===== src/rtl/arbitro_mux_rr_pkg.sv =====
// Shared types and constants for the two-lane round-robin mux scheduler.
package arbitro_mux_rr_pkg;

  localparam int DATA_W_DEF = 4;

  localparam logic LANE0 = 1'b0;
  localparam logic LANE1 = 1'b1;

  typedef enum logic [1:0] {
    IDLE   = 2'b00,
    SERVE0 = 2'b01,
    SERVE1 = 2'b10
  } state_e;

endpackage


===== src/rtl/arbitro_mux_rr_if.sv =====
// Lane-side and downstream-side signals of the scheduler; master = scheduler, slave = FIFO environment.
interface arbitro_mux_rr_if #(
  parameter int DATA_W = arbitro_mux_rr_pkg::DATA_W_DEF
);
  logic              empty0;
  logic              empty1;
  logic [DATA_W-1:0] data_in0;
  logic [DATA_W-1:0] data_in1;
  logic              almost_full;
  logic              pop0;
  logic              pop1;
  logic              selector;
  logic [DATA_W-1:0] data_out;
  logic              valid_out;

  modport master (
    input  empty0, empty1, data_in0, data_in1, almost_full,
    output pop0, pop1, selector, data_out, valid_out
  );

  modport slave (
    output empty0, empty1, data_in0, data_in1, almost_full,
    input  pop0, pop1, selector, data_out, valid_out
  );
endinterface


===== src/rtl/arbitro_mux_rr_arb_pick.sv =====
// Combinational next-lane chooser; ARB_STRICT_PRIORITY_EN swaps round-robin for lane-0 strict priority.
module arb_pick
  import arbitro_mux_rr_pkg::*;
(
  input  logic req0,
  input  logic req1,
  input  logic last_grant,  // lane that was served last (the current lane while serving)
  output logic grant,
  output logic grant_valid,
  output logic preempt      // lane 0 must take over from lane 1 right now
);

  assign grant_valid = req0 | req1;

`ifdef ARB_STRICT_PRIORITY_EN
  assign grant   = (req0 || !req1) ? LANE0 : LANE1;
  assign preempt = req0 && (last_grant == LANE1);
`else
  // The lane that did not go last wins a tie.
  assign grant   = (req0 && (!req1 || last_grant == LANE1)) ? LANE0 : LANE1;
  assign preempt = 1'b0;
`endif

endmodule


===== src/rtl/arbitro_mux_rr.sv =====
// Round-robin scheduler popping two show-ahead lane FIFOs into one registered mux output.
// Optional macro ARB_STRICT_PRIORITY_EN gives lane 0 strict priority (handled inside arb_pick).
module arbitro_mux_rr
  import arbitro_mux_rr_pkg::*;
#(
  parameter int DATA_W    = DATA_W_DEF,
  parameter int BURST_MAX = 4
) (
  input logic               clk,
  input logic               reset_L,
  arbitro_mux_rr_if.master  bus
);

  localparam logic [3:0] BURST_LAST = 4'(BURST_MAX - 1);

  state_e            state, state_nxt;
  logic [3:0]        burst_cnt, burst_cnt_nxt;
  logic              last_grant, last_grant_nxt;
  logic              selector_nxt;
  logic              valid_nxt;
  logic [DATA_W-1:0] data_nxt;

  logic req0, req1, serving, cur_lane, cur_req, pop;
  logic pick_last, pick_grant, pick_valid, pick_preempt;

  assign req0     = !bus.empty0;
  assign req1     = !bus.empty1;
  assign serving  = (state == SERVE0) || (state == SERVE1);
  assign cur_lane = (state == SERVE1) ? LANE1 : LANE0;
  assign cur_req  = (cur_lane == LANE1) ? req1 : req0;
  assign pop      = reset_L && serving && cur_req && !bus.almost_full;

  assign bus.pop0 = pop && (cur_lane == LANE0);
  assign bus.pop1 = pop && (cur_lane == LANE1);

  // While serving, the chooser sees the current lane as "last" so a switch favours the other lane.
  assign pick_last = serving ? cur_lane : last_grant;

  arb_pick u_pick (
    .req0        (req0),
    .req1        (req1),
    .last_grant  (pick_last),
    .grant       (pick_grant),
    .grant_valid (pick_valid),
    .preempt     (pick_preempt)
  );

  // NOTE: every output of this block gets a default first, so no path can infer a latch.
  always_comb begin
    state_nxt      = state;
    burst_cnt_nxt  = burst_cnt;
    last_grant_nxt = last_grant;
    selector_nxt   = bus.selector;
    data_nxt       = bus.data_out;
    valid_nxt      = 1'b0;

    if (!serving) begin
      if (pick_valid) begin
        state_nxt     = (pick_grant == LANE1) ? SERVE1 : SERVE0;
        burst_cnt_nxt = '0;
        selector_nxt  = pick_grant;
      end
    end else begin
      if (pop) begin
        data_nxt       = (cur_lane == LANE1) ? bus.data_in1 : bus.data_in0;
        valid_nxt      = 1'b1;
        last_grant_nxt = cur_lane;
        burst_cnt_nxt  = burst_cnt + 4'd1;
      end
      if ((pop && burst_cnt == BURST_LAST) || !cur_req || pick_preempt) begin
        burst_cnt_nxt = '0;
        if (!pick_valid) begin
          state_nxt = IDLE;
        end else begin
          state_nxt    = (pick_grant == LANE1) ? SERVE1 : SERVE0;
          selector_nxt = pick_grant;
        end
      end
    end
  end

  // NOTE: sequential state uses non-blocking assignments so all registers update together at the edge.
  always_ff @(posedge clk) begin
    if (!reset_L) begin
      state         <= IDLE;
      burst_cnt     <= '0;
      last_grant    <= LANE1;
      bus.selector  <= LANE0;
      bus.data_out  <= '0;
      bus.valid_out <= 1'b0;
    end else begin
      state         <= state_nxt;
      burst_cnt     <= burst_cnt_nxt;
      last_grant    <= last_grant_nxt;
      bus.selector  <= selector_nxt;
      bus.data_out  <= data_nxt;
      bus.valid_out <= valid_nxt;
    end
  end

endmodule


===== src/flat_wrapper.sv =====
// flat-port wrapper written by rule: the top's interface ports become plain ports
module arbitro_mux_rr_flat import arbitro_mux_rr_pkg::*;
#(
  parameter int DATA_W    = DATA_W_DEF,
  parameter int BURST_MAX = 4
)
  (clk, reset_L, bus_empty0, bus_empty1, bus_data_in0, bus_data_in1, bus_almost_full, bus_pop0, bus_pop1, bus_selector, bus_data_out, bus_valid_out);
  arbitro_mux_rr_if #(.DATA_W(DATA_W)) bus_i ();
  input logic clk;
  input logic reset_L;
  input wire logic [$bits(bus_i.empty0)-1:0] bus_empty0;
  input wire logic [$bits(bus_i.empty1)-1:0] bus_empty1;
  input wire logic [$bits(bus_i.data_in0)-1:0] bus_data_in0;
  input wire logic [$bits(bus_i.data_in1)-1:0] bus_data_in1;
  input wire logic [$bits(bus_i.almost_full)-1:0] bus_almost_full;
  output wire logic [$bits(bus_i.pop0)-1:0] bus_pop0;
  output wire logic [$bits(bus_i.pop1)-1:0] bus_pop1;
  output wire logic [$bits(bus_i.selector)-1:0] bus_selector;
  output wire logic [$bits(bus_i.data_out)-1:0] bus_data_out;
  output wire logic [$bits(bus_i.valid_out)-1:0] bus_valid_out;
  assign bus_i.empty0 = bus_empty0;
  assign bus_i.empty1 = bus_empty1;
  assign bus_i.data_in0 = bus_data_in0;
  assign bus_i.data_in1 = bus_data_in1;
  assign bus_i.almost_full = bus_almost_full;
  assign bus_pop0 = bus_i.pop0;
  assign bus_pop1 = bus_i.pop1;
  assign bus_selector = bus_i.selector;
  assign bus_data_out = bus_i.data_out;
  assign bus_valid_out = bus_i.valid_out;
  arbitro_mux_rr #(.DATA_W(DATA_W), .BURST_MAX(BURST_MAX)) u_core (.clk(clk), .reset_L(reset_L), .bus(bus_i));
endmodule

===== config.mk =====
export PLATFORM = sky130hd
export DESIGN_NAME = arbitro_mux_rr_flat
export DESIGN_NICKNAME = d
export VERILOG_FILES = /design/src/rtl/arbitro_mux_rr_pkg.sv /design/src/rtl/arbitro_mux_rr_if.sv /design/src/rtl/arbitro_mux_rr_arb_pick.sv /design/src/rtl/arbitro_mux_rr.sv /design/src/flat_wrapper.sv
export SDC_FILE = /design/constraint.sdc
export NUM_CORES = 1
export LEC_CHECK = 0
export BUFFER_PORTS_ARGS = -buffer_cell sky130_fd_sc_hd__buf_4
export CAP_MARGIN = 10
export CORE_MARGIN = 4
export CORE_UTILIZATION = 30
export DETAILED_ROUTE_END_ITERATION = 16
export PLACE_DENSITY_LB_ADDON = 0.2
export SLEW_MARGIN = 20
export SYNTH_ARGS = -nofsm -noshare
export SYNTH_HDL_FRONTEND = slang
export SYNTH_SLANG_ARGS = --single-unit
export TNS_END_PERCENT = 30

===== constraint.sdc =====
create_clock -name clk -period 2.5 [get_ports clk]
set_input_delay 0.25 -clock clk [delete_from_list [all_inputs] [get_ports clk]]
set_output_delay 0.25 -clock clk [all_outputs]
set_load 0.1 [all_outputs]

# Word-level counts from Yosys, hierarchy flattened
# Index checks and enable logic that the tools add are counted.
totals:
  inputBits: 13
  ff_bits: 13
  romBits: 0
  wordCells: 51
  mem_bits_rw: 0
  latch_bits: 0
  mem_count: 0
op_classes:
  magnitude_cmp: 0
  mux: 18
  bitwise_logic: 2
  multipliers: 0
  n_shift: 0
  n_addsub: 1
  n_eq_ne: 5
  n_reduce_logical: 19
  div: 0
ops:
  columns: ["cell", "n"]
  rows:
  - ["4-bit two-way mux", 5]
  - ["2-bit two-way mux", 5]
  - ["1-bit two-way mux", 8]
  - ["2-bit AND reduction", 4]
  - ["1-bit logical AND", 7]
  - ["4-bit by 1-bit adder with 4-bit output, second input constant", 1]
  - ["4-bit by 2-bit == test with 1-bit output, second input constant", 1]
  - ["1-bit logical NOT", 4]
  - ["1-bit logical OR", 3]
  - ["3-bit inequality test, second input constant", 1]
  - ["2-bit by 1-bit == test with 1-bit output, second input constant", 1]
  - ["2-bit == test, second input constant", 1]
  - ["2-bit inequality test, second input constant", 1]
  - ["2-bit nonzero test", 1]
  - ["1-bit NOT", 1]
  - ["1-bit bitwise OR", 1]

# Logic depth before layout (Yosys ltp)
logic_depth:
  ltp_word: 9
  depth_mapped: 7

# Hierarchy
# A second synthesis with hierarchy kept.
hier_totals:
  cells_unflattened: 74
  area_unflattened_um2: 691.9
by_module_without_submodules:
  columns: ["mod", "seq_area_each_um2", "instances", "cells_each", "area_per_inst_um2"]
  rows:
  - ["arbitro_mux_rr", 260.2, 1, 69, 665.6]
  - ["arb_pick", 0.0, 1, 5, 26.3]

# Worst setup path before layout
# Ideal clock, no wire load.
synth_path:
  path_kind: "register to register"
  start: "reg u_core.state[0]"
  end: "reg u_core.bus.data_out[0]"
  path_stages_with_launch: 7
  t_required_ns: 2.425
  slack_ns: -1.409
  period_less_slack_ns: 3.909
  arrival_time_ns: 3.834
  path_cell_list: "dfxtp_1 -> inv_1 -> ha_1 -> or3b_4 -> nor3_1 -> a22oi_1 -> a21oi_1"
synth_via:
  elab_chain_cells: 6
  word_cells_on_any_way: 10
synth_lines:
  columns: ["item", "line_no", "text"]
  rows:
  - ["start, declared", "arbitro_mux_rr.sv:16", "state_e state, state_nxt;"]
  - ["start signal, assigned", "arbitro_mux_rr.sv:92", "state <= state_nxt;"]
  - ["2-bit == test or 2-bit by 1-bit == test with 1-bit output (tied branches)", "arbitro_mux_rr.sv:28, arbitro_mux_rr.sv:29", null]
  - ["1-bit two-way mux or 1-bit logical OR (tied branches)", "arbitro_mux_rr.sv:29, arbitro_mux_rr.sv:28", null]
  - ["1-bit two-way mux or 1-bit logical AND (tied branches)", "arbitro_mux_rr.sv:30, arbitro_mux_rr.sv:31", null]
  - ["1-bit logical AND (2 in a row)", "arbitro_mux_rr.sv:31", "assign pop = reset_L && serving && cur_req && !bus.almost_full;"]
  - ["2-bit AND reduction (no source line)", null, null]
  - ["end signal, assigned", "arbitro_mux_rr.sv:96", "bus.data_out <= data_nxt;"]
  - ["end, declared", "arbitro_mux_rr_if.sv:18", "output pop0, pop1, selector, data_out, valid_out"]
# Several ways; a longest one is shown, not always the timed one.
# A chain may end at the register's enable or synchronous reset.

# Worst setup path in the final report
layout_path:
  start: "reg u_core.state[0]"
  end: "out bus_pop1"
layout_via:
  elab_chain_cells: 6
  word_cells_on_any_way: 9
layout_lines:
  columns: ["item", "line_no", "text"]
  rows:
  - ["2-bit == test or 2-bit by 1-bit == test with 1-bit output (tied branches)", "arbitro_mux_rr.sv:28, arbitro_mux_rr.sv:29", null]
  - ["1-bit two-way mux or 1-bit logical OR (tied branches)", "arbitro_mux_rr.sv:29, arbitro_mux_rr.sv:28", null]
  - ["1-bit two-way mux or 1-bit logical AND (tied branches)", "arbitro_mux_rr.sv:30, arbitro_mux_rr.sv:31", null]
  - ["1-bit logical AND (2 in a row)", "arbitro_mux_rr.sv:31", null]
  - ["1-bit logical AND (*)", "arbitro_mux_rr.sv:34", "assign bus.pop1 = pop && (cur_lane == LANE1);"]
  - ["end, declared", "flat_wrapper.sv:17", "output wire logic [$bits(bus_i.pop1)-1:0] bus_pop1;"]
# Mark *: on every way between the ends. The rest lies on a longest branch, timed or not.

==> metrics <==
Synth Area per Inst 9.36 um2; Logic pwr share 0.288; Final Slew Violations 0; cell area after layout roughly 840 um2; CP Class reg -> out; vias in the first global route about 500; FMAX 427 MHz; warnings from Yosys 0; WP data required approximately 2.3 ns; post-layout min period between 2 and 2.5 ns; largest net degree at the start of global routing 10; Final nets about 110; CTS tree done; syn nets 82; Area growth syn-to-layout 33.5%; Initial Util 0.316; drt total wl about 1300 um; GR Util All Layers 0.111; mapped cell area between 600 and 700 um2; number of cells upsized or downsized after cts 0; status finished, final reports clean; Seq pwr share 0.450; max_cap viols 0; drt first pass iters 4; setup violators final 0; Leakage 0.341 nW; via count ~560; die footprint about 2900 um2; Root Buffer clkbuf_4; final hold violation count 0; CTS hold repair buffers 0; CTS H-tree lvls 1; crit end category output pin; IO Count 21; reg2reg start u_core.state[0]$_SDFFE_PN0P_; crit-path cells inv_1 -> ha_1 -> or3b_4 -> nor3b_4 -> buf_4; crit-path leading delay family simple AND/OR/NAND/NOR gates; RSZ-0062 raised after global routing false; share of cells above drive strength 1 0.348; Die H roughly 54 um; Clock power frac 0.261; ant diodes 0; NetSw about 0.17 mW; num rows 16; worst IR drop on VDD about 0.32 mV; sw frac 0.336; Die Width around 54 um; crit path launch type flop; type of the most critical hold path in -> reg; global route overflow 0; Crit path arrival time 2.09 ns; DRC viols 0; Skew-Pair Late Insertion Delay roughly 0.27 ns; relative slew slack 0.630; Longest Clk Path Bufs 2; Layout Utilization 0.422; DR WL/cell between 10 and 15 um; Final HPWL DP 1030 um; initial antenna violation count 0; core area roughly 2000 um2; post-route ant nets 0; synth unique cells 32; Max Clock Skew ~0.0012 ns; Pint 0.330 mW; synthesized flop and latch total 13; P per Cell Area between 500 and 600 nW/um2; Slew @ Worst Pin 0.552 ns; Clock Pin Slew Worst Setup and Hold Paths approximately 0.080 ns; CP startpoint u_core.state[0]$_SDFFE_PN0P_; sequential area share after synthesis 0.415; Post-Synthesis Cells between 60 and 70; Port Buffers 20; post-CTS setup buffer count 0; Final TNS setup 0 ns; CP peak stage delay approximately 0.46 ns; worst hold start bus_data_in1[0]; Cell Area, Placed 810 um2; CTS Sinks 13; Slowest-stage cell, CP or3b_4; Detailed Route Iter0 Violations 12; final worst path period share 0.937; first-pass GRT wire length 2300 um; Final Wtd Congestion 0.731; CP max FO 6; total CTS buffers 3; via/cell ratio 4.86; Buf/Inv on CP 2
==> tightest hold or removal path, stage by stage <==
cell and delay [ns]:
buf_4 0.08, a22oi_1 0.05, a21oi_1 0.13
==> per-layer routing <==
metal	global-route usage	vias to the layer above	wire, um
met4	0.0383	0	13
met5	0	-	0
met1	0.151	246	642
met3	0.0499	2	101
met2	0.151	16	585
li1	-	300	-
==> power groups by stage <==
stage,registers (mW),logic (mW),clock network (mW)
2_1_floorplan,0.263,0.0722,0
3_3_place_gp,0.228,0.143,0
3_5_place_dp,0.228,0.144,0
4_1_cts,0.224,0.144,0.139
5_1_grt,0.225,0.156,0.151
6_report,0.224,0.143,0.130
==> synthesized netlist by cell type <==
cell | count | area (um2)
ha_1 | 2 | 25.0
or3b_4 | 1 | 11.3
a31oi_1 | 1 | 6.26
o2bb2ai_1 | 1 | 8.76
o41ai_1 | 1 | 8.76
a2111o_1 | 1 | 11.3
dfxtp_1 | 13 | 260
and3_1 | 1 | 6.26
a21oi_1 | 6 | 30.0
a211oi_1 | 1 | 7.51
o21ai_1 | 1 | 5.00
mux2_2 | 3 | 33.8
buf_6 | 1 | 11.3
nand2_1 | 6 | 22.5
or2_1 | 1 | 6.26
a211o_1 | 1 | 8.76
nor4_1 | 1 | 6.26
inv_1 | 5 | 18.8
a22o_1 | 1 | 8.76
o21ai_0 | 3 | 15.0
clkinv_1 | 1 | 3.75
nor3b_2 | 1 | 12.5
nor3_1 | 1 | 5.00
nand3b_1 | 1 | 7.51
nand3_1 | 1 | 5.00
or4_1 | 1 | 7.51
nor4b_2 | 1 | 15.0
o31ai_1 | 1 | 7.51
or3_1 | 1 | 6.26
nor2_1 | 2 | 7.51
buf_4 | 1 | 7.51
a22oi_1 | 4 | 30.0
==> cells in the final DEF, fill, tap and decap left out, types with 2 or more instances in the layout <==
| master | netlist | final |
|---|---|---|
| a22oi_1 | 4 | 4 |
| nand2_1 | 6 | 6 |
| nor2_1 | 2 | 2 |
| clkbuf_4 | 0 | 3 |
| mux2_2 | 3 | 3 |
| ha_1 | 2 | 2 |
| dfxtp_1 | 13 | 13 |
| buf_4 | 1 | 20 |
| a21oi_1 | 6 | 6 |
| inv_1 | 5 | 5 |
| o21ai_0 | 3 | 3 |
==> flip-flops by register name, indices dropped and copies added, names as in the netlist <==
register,cells
u_core.burst_cnt,4
u_core.bus.data_out,4
u_core.bus.selector,1
u_core.bus.valid_out,1
u_core.last_grant,1
u_core.state,2
==> worst paths after layout <==
kind | cells after the start | endpoint | slack (ns)
setup / recovery | 5 | bus_pop1 | 0.16
hold / removal | 3 | u_core.bus.data_out[0]$_SDFFE_PN0P_ | 0.26
setup reg to reg | 6 | u_core.burst_cnt[3]$_SDFFE_PN0P_ | 0.44
hold reg to reg | 2 | u_core.bus.data_out[0]$_SDFFE_PN0P_ | 0.45
==> kinds of logic (layout without fill, tap and decap cells) <==
family	Yosys count	in the layout	share of synthesized area
adder cells (fa/ha/maj)	2	2	0.0399
buffers and inverters	8	30	0.0659
AND/OR/NAND/NOR	19	19	0.190
flip-flops	13	13	0.415
multiplexers	3	3	0.0539
AO/OA/AOI/OAI	22	22	0.236
==> stage by stage <==
| step | worst slack [ns] | std cells | hold slack [ns] | power [mW] |
|---|---|---|---|---|
| after floorplan | 0.0761 | 67 | 0.430 | 0.336 |
| after global placement | 0.467 | 112 | 0.444 | 0.371 |
| after detailed placement | 0.445 | 112 | 0.445 | 0.372 |
| after CTS | 0.123 | 116 | 0.258 | 0.507 |
| after global routing | 0.00338 | 116 | 0.275 | 0.532 |
| final | 0.157 | 116 | 0.265 | 0.497 |
==> area by class of cell <==
class | instances | area [um2]
Clock buffer | 3 | 22.5
Clock inverter | 1 | 5.00
Fill cell | 196 | 1140
Inverter | 6 | 22.5
Multi-Input combinational cell | 46 | 343
Sequential cell | 13 | 260
Tap cell | 27 | 33.8
Timing Repair Buffer | 20 | 150
Note: power is estimated with default switching activity, not from simulation.
